<file path="config.mk">
export PLATFORM = sky130hd
export DESIGN_NAME = count_sequencer
export DESIGN_NICKNAME = d
export VERILOG_FILES = /design/src/rtl/count_sequencer.sv
export SDC_FILE = /design/constraint.sdc
export NUM_CORES = 1
export LEC_CHECK = 0
export CAP_MARGIN = 20
export CELL_PAD_IN_SITES_DETAIL_PLACEMENT = 1
export CELL_PAD_IN_SITES_GLOBAL_PLACEMENT = 2
export CORE_MARGIN = 2
export CORE_UTILIZATION = 34
export CTS_CLUSTER_SIZE = 20
export DETAILED_ROUTE_END_ITERATION = 7
export GPL_ROUTABILITY_DRIVEN = 0
export PLACE_DENSITY_LB_ADDON = 0.2
export SYNTH_ARGS = -nofsm -noshare
export SYNTH_HDL_FRONTEND = slang
export SYNTH_SLANG_ARGS = --single-unit
</file>
<file path="constraint.sdc">
create_clock -name clk -period 3.09 [get_ports clk]
set_input_delay 0.927 -clock clk [delete_from_list [all_inputs] [get_ports clk]]
set_output_delay 0.927 -clock clk [all_outputs]
set_load 0.01 [all_outputs]
</file>
<file path="src/rtl/count_sequencer.sv">
// Run/pause/lap sequencer for the seconds counter: turns button levels into one-cycle clear
// and increment strobes. Button events act on the edge that samples them; increments are TICKS_PER_SEC cycles apart.
module count_sequencer #(
   parameter int TICKS_PER_SEC = 100,
   parameter int MAX_COUNT     = 19,
   parameter int W             = 5
) (
   input  logic         clk,
   input  logic         reset_clean,
   input  logic         start_stop_btn,
   input  logic         clear_btn,
   input  logic         lap_btn,
   input  logic [W-1:0] count_in,
   output logic         inc_pulse,
   output logic         clr_pulse,
   output logic         wrap_pulse,
   output logic [W-1:0] disp_value,
   output logic         running,
   output logic         frozen,
   output logic [1:0]   state
);

   localparam int PW = $clog2(TICKS_PER_SEC);
   localparam logic [PW-1:0] PS_MAX    = PW'(TICKS_PER_SEC - 1);
   localparam logic [W-1:0]  CNT_MAX   = W'(MAX_COUNT);

   typedef enum logic [1:0] {
      IDLE  = 2'd0,
      RUN   = 2'd1,
      PAUSE = 2'd2,
      LAP   = 2'd3
   } state_t;

   state_t        cur_state, nxt_state;
   logic [PW-1:0] presc, presc_nxt;
   logic [W-1:0]  lap_value, lap_nxt, disp_nxt;
   logic          ss_q, clr_q, lap_q;
   logic          inc_nxt, clr_nxt, wrap_nxt;
   logic          clr_ev, ss_ev, lap_ev, advance;

   // Lower-priority events in the same cycle are dropped, not deferred.
   assign clr_ev = clear_btn & ~clr_q;
   assign ss_ev  = start_stop_btn & ~ss_q & ~clr_ev;
   assign lap_ev = lap_btn & ~lap_q & ~clr_ev & ~ss_ev;

   assign state   = cur_state;
   assign running = (cur_state == RUN) || (cur_state == LAP);
   assign frozen  = (cur_state == LAP);

   always_ff @(posedge clk or posedge reset_clean) begin
      if (reset_clean) begin
         cur_state  <= IDLE;
         presc      <= '0;
         lap_value  <= '0;
         ss_q       <= 1'b0;
         clr_q      <= 1'b0;
         lap_q      <= 1'b0;
         inc_pulse  <= 1'b0;
         clr_pulse  <= 1'b0;
         wrap_pulse <= 1'b0;
         disp_value <= '0;
      end else begin
         cur_state  <= nxt_state;
         presc      <= presc_nxt;
         lap_value  <= lap_nxt;
         ss_q       <= start_stop_btn;
         clr_q      <= clear_btn;
         lap_q      <= lap_btn;
         inc_pulse  <= inc_nxt;
         clr_pulse  <= clr_nxt;
         wrap_pulse <= wrap_nxt;
         disp_value <= disp_nxt;
      end
   end

   always_comb begin
      nxt_state = cur_state;
      presc_nxt = presc;
      lap_nxt   = lap_value;
      inc_nxt   = 1'b0;
      clr_nxt   = 1'b0;
      wrap_nxt  = 1'b0;

      // Leaving RUN/LAP via start_stop freezes the phase so a resume continues the same second.
      advance = running && !clr_ev && !ss_ev;
      if (advance) begin
         if (presc == PS_MAX) begin
            presc_nxt = '0;
            inc_nxt   = 1'b1;
            wrap_nxt  = (count_in == CNT_MAX);
         end else begin
            presc_nxt = presc + 1'b1;
         end
      end

      if (clr_ev) begin
         nxt_state = IDLE;
         clr_nxt   = 1'b1;
         presc_nxt = '0;
         lap_nxt   = '0;
      end else begin
         case (cur_state)
            IDLE: begin
               if (ss_ev) begin
                  nxt_state = RUN;
                  presc_nxt = '0;
               end
            end
            RUN: begin
               if (ss_ev) begin
                  nxt_state = PAUSE;
               end else if (lap_ev) begin
                  nxt_state = LAP;
                  lap_nxt   = count_in;
               end
            end
            PAUSE: begin
               if (ss_ev) nxt_state = RUN;
            end
            LAP: begin
               if (ss_ev)       nxt_state = PAUSE;
               else if (lap_ev) nxt_state = RUN;
            end
            default: nxt_state = IDLE;
         endcase
      end

      disp_nxt = (nxt_state == LAP) ? lap_nxt : count_in;
   end

endmodule
</file>
==> results of run 1 <==
-- placed cells by master (no fill, tap or decap), types with 4 or more instances in the layout --
cell	count
nand2_1	8
nor2_1	15
xnor2_1	4
clkdlybuf4s50_1	21
dfrtp_1	25
o31ai_1	5
o21ai_0	6
mux2i_1	6
-- cell type report --
class,instances,area [um^2],area share (%)
flip-flops and latches,25,625.6,44.33
multi-input cells,73,473.0,33.51
repair buffers,22,217.7,15.43
well taps,46,57.56,4.078
clock buffers,4,26.28,1.862
inverters,3,11.26,0.7979
-- registers in the layout (all words and copies together) (netlist names) --
name        count
clr_q           1
clr_pulse       1
disp_value      5
lap_value       5
state           2
inc_pulse       1
lap_q           1
ss_q            1
wrap_pulse      1
presc           7
-- synthesized netlist by cell type (2+ instances only) --
master	number	area, um^2
inv_1	2	7.510
xnor2_1	4	35.03
nor4_2	2	25.02
nor2_1	15	56.30
nand4_2	2	25.02
xor2_1	2	17.52
nand2_1	8	30.03
dfrtp_1	25	625.6
o21ai_0	6	30.03
buf_4	2	15.01
nand2b_1	3	18.77
nand3_1	2	10.01
o31ai_1	5	37.54
mux2i_1	6	60.06
nand4_1	3	18.77
nor3_1	2	10.01
a21oi_1	3	15.01
-- logic make-up (layout without fill, tap and decap cells) --
kind of cell / after synthesis / count (layout)
muxes: 6 / 6
buffers and inverters: 8 / 29
AOI/OAI and AO/OA: 16 / 16
adders and majority gates: 1 / 1
DFF: 25 / 25
and+or+nand+nor: 44 / 44
xor gates and xnor gates: 6 / 6
-- worst min-delay path by stage --
stage / start / endpoint / cells past startpoint
CTS: lap_value[4] / disp_value[4] / 2
floorplan: lap_value[0] / lap_value[0] / 2
global route: lap_value[4] / disp_value[4] / 2
detailed placement: lap_value[2] / lap_value[2] / 2
finish: lap_value[1] / disp_value[1] / 2
global placement: lap_value[1] / lap_value[1] / 2
-- power by group --
| part | switching [mW] | internal [mW] |
|---|---|---|
| clock | 0.0938 | 0.0503 |
| sequential | 0.0173 | 0.344 |
| combinational | 0.0532 | 0.0465 |
-- per-layer routing --
layer  global-route usage [%]  routed length, um  vias to the layer above
met5                        0                  0                        -
met4                    5.471                 20                        0
met3                    2.484                 71                        2
met2                    23.21               1194                       12
met1                    18.55               1137                      439
li1                         -                  -                      408
-- stage by stage --
stage	worst slack (ns)	area (um^2)	utilization, %	instances
3_5_place_dp	0.4513	1385	42.17	169
2_1_floorplan	1.298	1145	-	106
3_3_place_gp	0.5558	1385	42.17	169
5_1_grt	0.3866	1411	42.97	173
4_1_cts	0.4837	1411	42.97	173
6_report	0.5135	1411	42.97	173
-- worst register-to-register path: stages (launching register included) --
cell,delay (ns)
dfrtp_1,0.34
nand2b_1,0.37
inv_2,0.22
nor4_2,0.35
xnor2_1,0.16
nor2_1,0.06
==> impl_metrics.csv, run 1 <==
group,metric,value,unit
run_status,status,"completed",
yosys,synth.area.mux_share,5.246,%
timing,slew-limit-headroom,58.82,%
critical_path,start_kind,"register",
critical_path,cp-startpoint,"state[0]",
floorplan,io_pins,22,
cts,post-cts-setup-buffers,0,
yosys,ys.flop_type,"dfrtp_1",
route,wire_per_inst,14.01,um
yosys,synthAdderAreaFrac,1.093,%
yosys,synth_seq_cells,25,
critical_path,crit_type,"reg2out",
critical_path,path_buf_inv,1,
cts,clock_sinks,25,
power,power_density,429.1,nW/um^2
timing,min_period_over_period,83.38,%
global_routing,first_global_vias,842,
route,vias_per_cell,4.977,
critical_path,max_stage_delay,0.62,ns
route,initialDrtViolationCount,19,
timing,rsz0062_at_grt,"false",
critical_path,cp.depth,2,
critical_path,path_max_fanout,13,
route,detail-route-antenna-nets,0,
cts,cts_max_level,1,
yosys,ys_types,31,
floorplan,fp.dieH,62.03,um
yosys,synth_top_family_by_area,"simple AND/OR/NAND/NOR gates",
yosys,synth_compound_area_share,8.415,%
critical_path,crit_arrival,1.65,ns
critical_path,path_cells,"and2_1, clkdlybuf4s50_1",
global_routing,antenna_found_initial,0,
cells_and_area,final_nets,139,
timing,layout_min_cycle_time,2.577,ns
critical_path,r2r_cells,5,
timing,finalClockSkew,0.002692,ns
floorplan,core,3284,um^2
route,drc,0,
yosys,syn-cell-area,1145,um^2
floorplan,start_util,34.86,%
yosys,syn_nets,117,
global_routing,grtUsageTotal,14.15,%
yosys,synth-xor-area-share,4.590,%
cells_and_area,nFillCells,370,
critical_path,cp.required,2.16,ns
cts,cts_buffers,3,
timing,slew_viol_final,0,
cells_and_area,area_delta_synth_final,23.28,%
critical_path,timing.rr.end,"presc[6]",
hold_path,hp-class,"reg2reg",
timing,tightest_slew,0.6136,ns
cts,cts_max_path_buffers,2,
cts,worstSkewPairLatency,0.31,ns
cts,cts_resized,0,
route,dr.pass1.iters,3,
route,vias,861,
place,dp_hpwl,1759,um
yosys,yosys.area_share.simple,21.97,%
timing,setup_viol,0,
floorplan,die_x,62.03,um
critical_path,r2r-start,"clr_q",
critical_path,cp-endpoint,"frozen",
yosys,yosysSeqAreaShare,54.64,%
power,p_total,0.6056,mW
job,drv_cap,0,
yosys,synth_warnings,0,
route,wirelength,2423,um
critical_path,slowest_stage,"dfrtp_1",
timing,max_clock_freq,0.3881,GHz
cells_and_area,drive_gt1_share,9.449,%
place,portBuffers,21,
yosys,syn_avg_cell_area,10.80,um^2
timing,tns,0,ns
cells_and_area,diodes,0,
global_routing,grt_pass1_wl,3960,um
yosys,syn_inst,106,
cts,cts_tree,"yes",
power,p_leak,0.6236,nW
timing,hold_ws,0.5366,ns
cts,clk_pin_slew_worst_paths,0.13,ns
timing,hold_viol,0,
critical_path,rrSetupSlack,1.50,ns
cts,root_buffer,"clkbuf_4",
floorplan,rows,21,
cts,holdBufCountCts,0,
global_routing,grt-ovfl-total,0,
power,vdd_drop_max,0.1404,mV
yosys,synth-edff-count,0,
critical_path,path_delay_family,"flip-flops",
floorplan,dieArea,3847,um^2
critical_path,crit_path_end_kind,"primary output",
global_routing,grt_max_degree,26,
yosys,async_reset_ff_share,100.0,%
No activity file was read; power rests on OpenSTA's default activity.
==> run 2, diff against run 1 <==
--- a/config.mk
+++ b/config.mk
@@ -9,7 +9,7 @@
 export CELL_PAD_IN_SITES_DETAIL_PLACEMENT = 1
 export CELL_PAD_IN_SITES_GLOBAL_PLACEMENT = 2
 export CORE_MARGIN = 2
-export CORE_UTILIZATION = 34
+export CORE_UTILIZATION = 32
 export CTS_CLUSTER_SIZE = 20
 export DETAILED_ROUTE_END_ITERATION = 7
 export GPL_ROUTABILITY_DRIVEN = 0
==> constraint.sdc (replaced) <==
create_clock -name clk -period 2.6 [get_ports clk]
set_input_delay 0.78 -clock clk [delete_from_list [all_inputs] [get_ports clk]]
set_output_delay 0.78 -clock clk [all_outputs]
set_load 0.01 [all_outputs]
==> impl_metrics.csv, run 2 (synthesis gave the netlist of run 1 again) <==
group,metric,value,unit
route,vias_per_cell,4.726,
floorplan,dieArea,4072,um^2
cells_and_area,final_common_cell,"dfrtp_1",
place,dp_hpwl,1847,um
timing,slew-limit-headroom,72.22,%
power,p_seq_share,59.2,%
power,vdd_drop_max,0.1939,mV
cells_and_area,most-common-layout-cells,"25 x dfrtp_1, 21 x clkdlybuf4s50_1, 15 x nor2_1",
critical_path,crit_path_end_kind,"primary output",
critical_path,start_kind,"register",
cts,root_buffer,"clkbuf_4",
cts,clk_pin_slew_worst_paths,0.14,ns
critical_path,cp.required,1.82,ns
cells_and_area,largest_reg_flops,7,
timing,min_period_over_period,93.52,%
power,power_density,508.3,nW/um^2
power,netSwitchingFraction,27.28,%
route,drc,0,
cells_and_area,area_delta_synth_final,24.59,%
critical_path,path_cells,"and2_1, clkdlybuf4s50_1",
critical_path,path_max_fanout,13,
route,dr.pass1.iters,4,
floorplan,rows,21,
cts,worstSkewPairLatency,0.32,ns
hold_path,hp-class,"reg2reg",
route,vias,827,
timing,rsz0062_at_grt,"false",
critical_path,max_stage_delay,0.62,ns
global_routing,antenna_found_initial,0,
route,wirelength,2587,um
timing,max_clock_freq,0.4113,GHz
global_routing,grt_pass1_wl,4533,um
timing,hold_viol,0,
cts,cts_buffers,3,
run_status,status,"completed",
floorplan,start_util,33.78,%
cells_and_area,finalInstanceArea,1426,um^2
place,post_dp_cell_area,1400,um^2
floorplan,core,3390,um^2
global_routing,grtUsageTotal,14.44,%
route,initialDrtViolationCount,24,
global_routing,grt_max_degree,26,
cts,cts_max_path_buffers,2,
cells_and_area,diodes,0,
timing,slew_viol_final,0,
cells_and_area,top_regs,"presc x7, disp_value x5, lap_value x5",
timing,finalClockSkew,0.01206,ns
critical_path,crit_arrival,1.65,ns
power,p_leak,0.6323,nW
floorplan,io_pins,22,
timing,tns,0,ns
power,power_switching,0.1978,mW
power,pwr-share-comb,17.0,%
cts,cts_max_level,1,
timing,setup_viol,0,
floorplan,die_x,63.82,um
power,clkPwrFrac,23.7,%
global_routing,grt-ovfl-total,0,
cts,cts_resized,0,
job,drv_cap,0,
cts,cts_tree,"yes",
floorplan,fp.dieH,63.82,um
critical_path,crit_type,"reg2out",
cells_and_area,drive_gt1_share,10.85,%
cts,post-cts-setup-buffers,0,
cts,holdBufCountCts,0,
cells_and_area,final_nets,141,
timing,layout_min_cycle_time,2.431,ns
cells_and_area,top_register,"presc",
timing,tightest_slew,0.4166,ns
critical_path,slowest_stage,"dfrtp_1",
global_routing,first_global_vias,930,
place,portBuffers,21,
route,wire_per_inst,14.78,um
cts,clock_sinks,25,
route,detail-route-antenna-nets,0,
power,p_int,0.5273,mW
-- run 2: cell count changes in the layout (fill, tap and decap cells not counted) --
cell and delta:
buf_4 +2
-- run 2: metrics by stage --
step	std cells	worst slack (ns)	hold WS, ns	power, mW	util (%)
2_1_floorplan	106	0.9547	0.4891	0.5035	-
3_3_place_gp	171	0.2570	0.5101	0.5596	41.31
3_5_place_dp	171	0.2321	0.5263	0.5628	41.31
4_1_cts	175	0.1398	0.5364	0.7412	42.08
5_1_grt	175	0.01702	0.5781	0.7739	42.08
6_report	175	0.1686	0.5241	0.7251	42.08
-- run 2: path summary, 6_finish.rpt --
path,startpoint,endpoint,slack (ns),depth (start not counted)
max,state[0],frozen,0.17,2
min,lap_value[0],disp_value[0],0.52,2
max reg2reg,presc[3],presc[2],1.04,4
min reg2reg,lap_value[0],disp_value[0],0.52,2
max in group asynchronous,reset_clean,lap_q,1.55,3
min in group asynchronous,reset_clean,inc_pulse,0.79,3
-- run 2: metal layers --
layer	up-vias	GRT usage (%)	share of wire [%]
met1	401	19.91	52
met3	2	2.289	2.4
met5	-	0	0
met2	15	22.27	44
li1	409	-	-
met4	0	6.522	0.73
-- run 2: power groups by stage --
stage / registers (mW) / logic (mW) / clock network (mW)
2_1_floorplan: 0.435 / 0.0688 / 0
3_5_place_dp: 0.438 / 0.125 / 0
4_1_cts: 0.430 / 0.126 / 0.185
6_report: 0.429 / 0.124 / 0.172
5_1_grt: 0.434 / 0.138 / 0.202
3_3_place_gp: 0.437 / 0.123 / 0
-- run 2: critical path, delay by kind of cell, from the launching register on --
family,cells,cell delay (ns)
simple gates,1,0.19
buf+inv,1,0.54
flops,1,0.62
-- run 2: area by class of cell --
cell class	count	area, um^2
fillers	371	1963
inverters	3	11.26
repair buffers	24	232.7
multi-input cells	73	473.0
well taps	46	57.56
clock buffers	4	26.28
flip-flops and latches	25	625.6
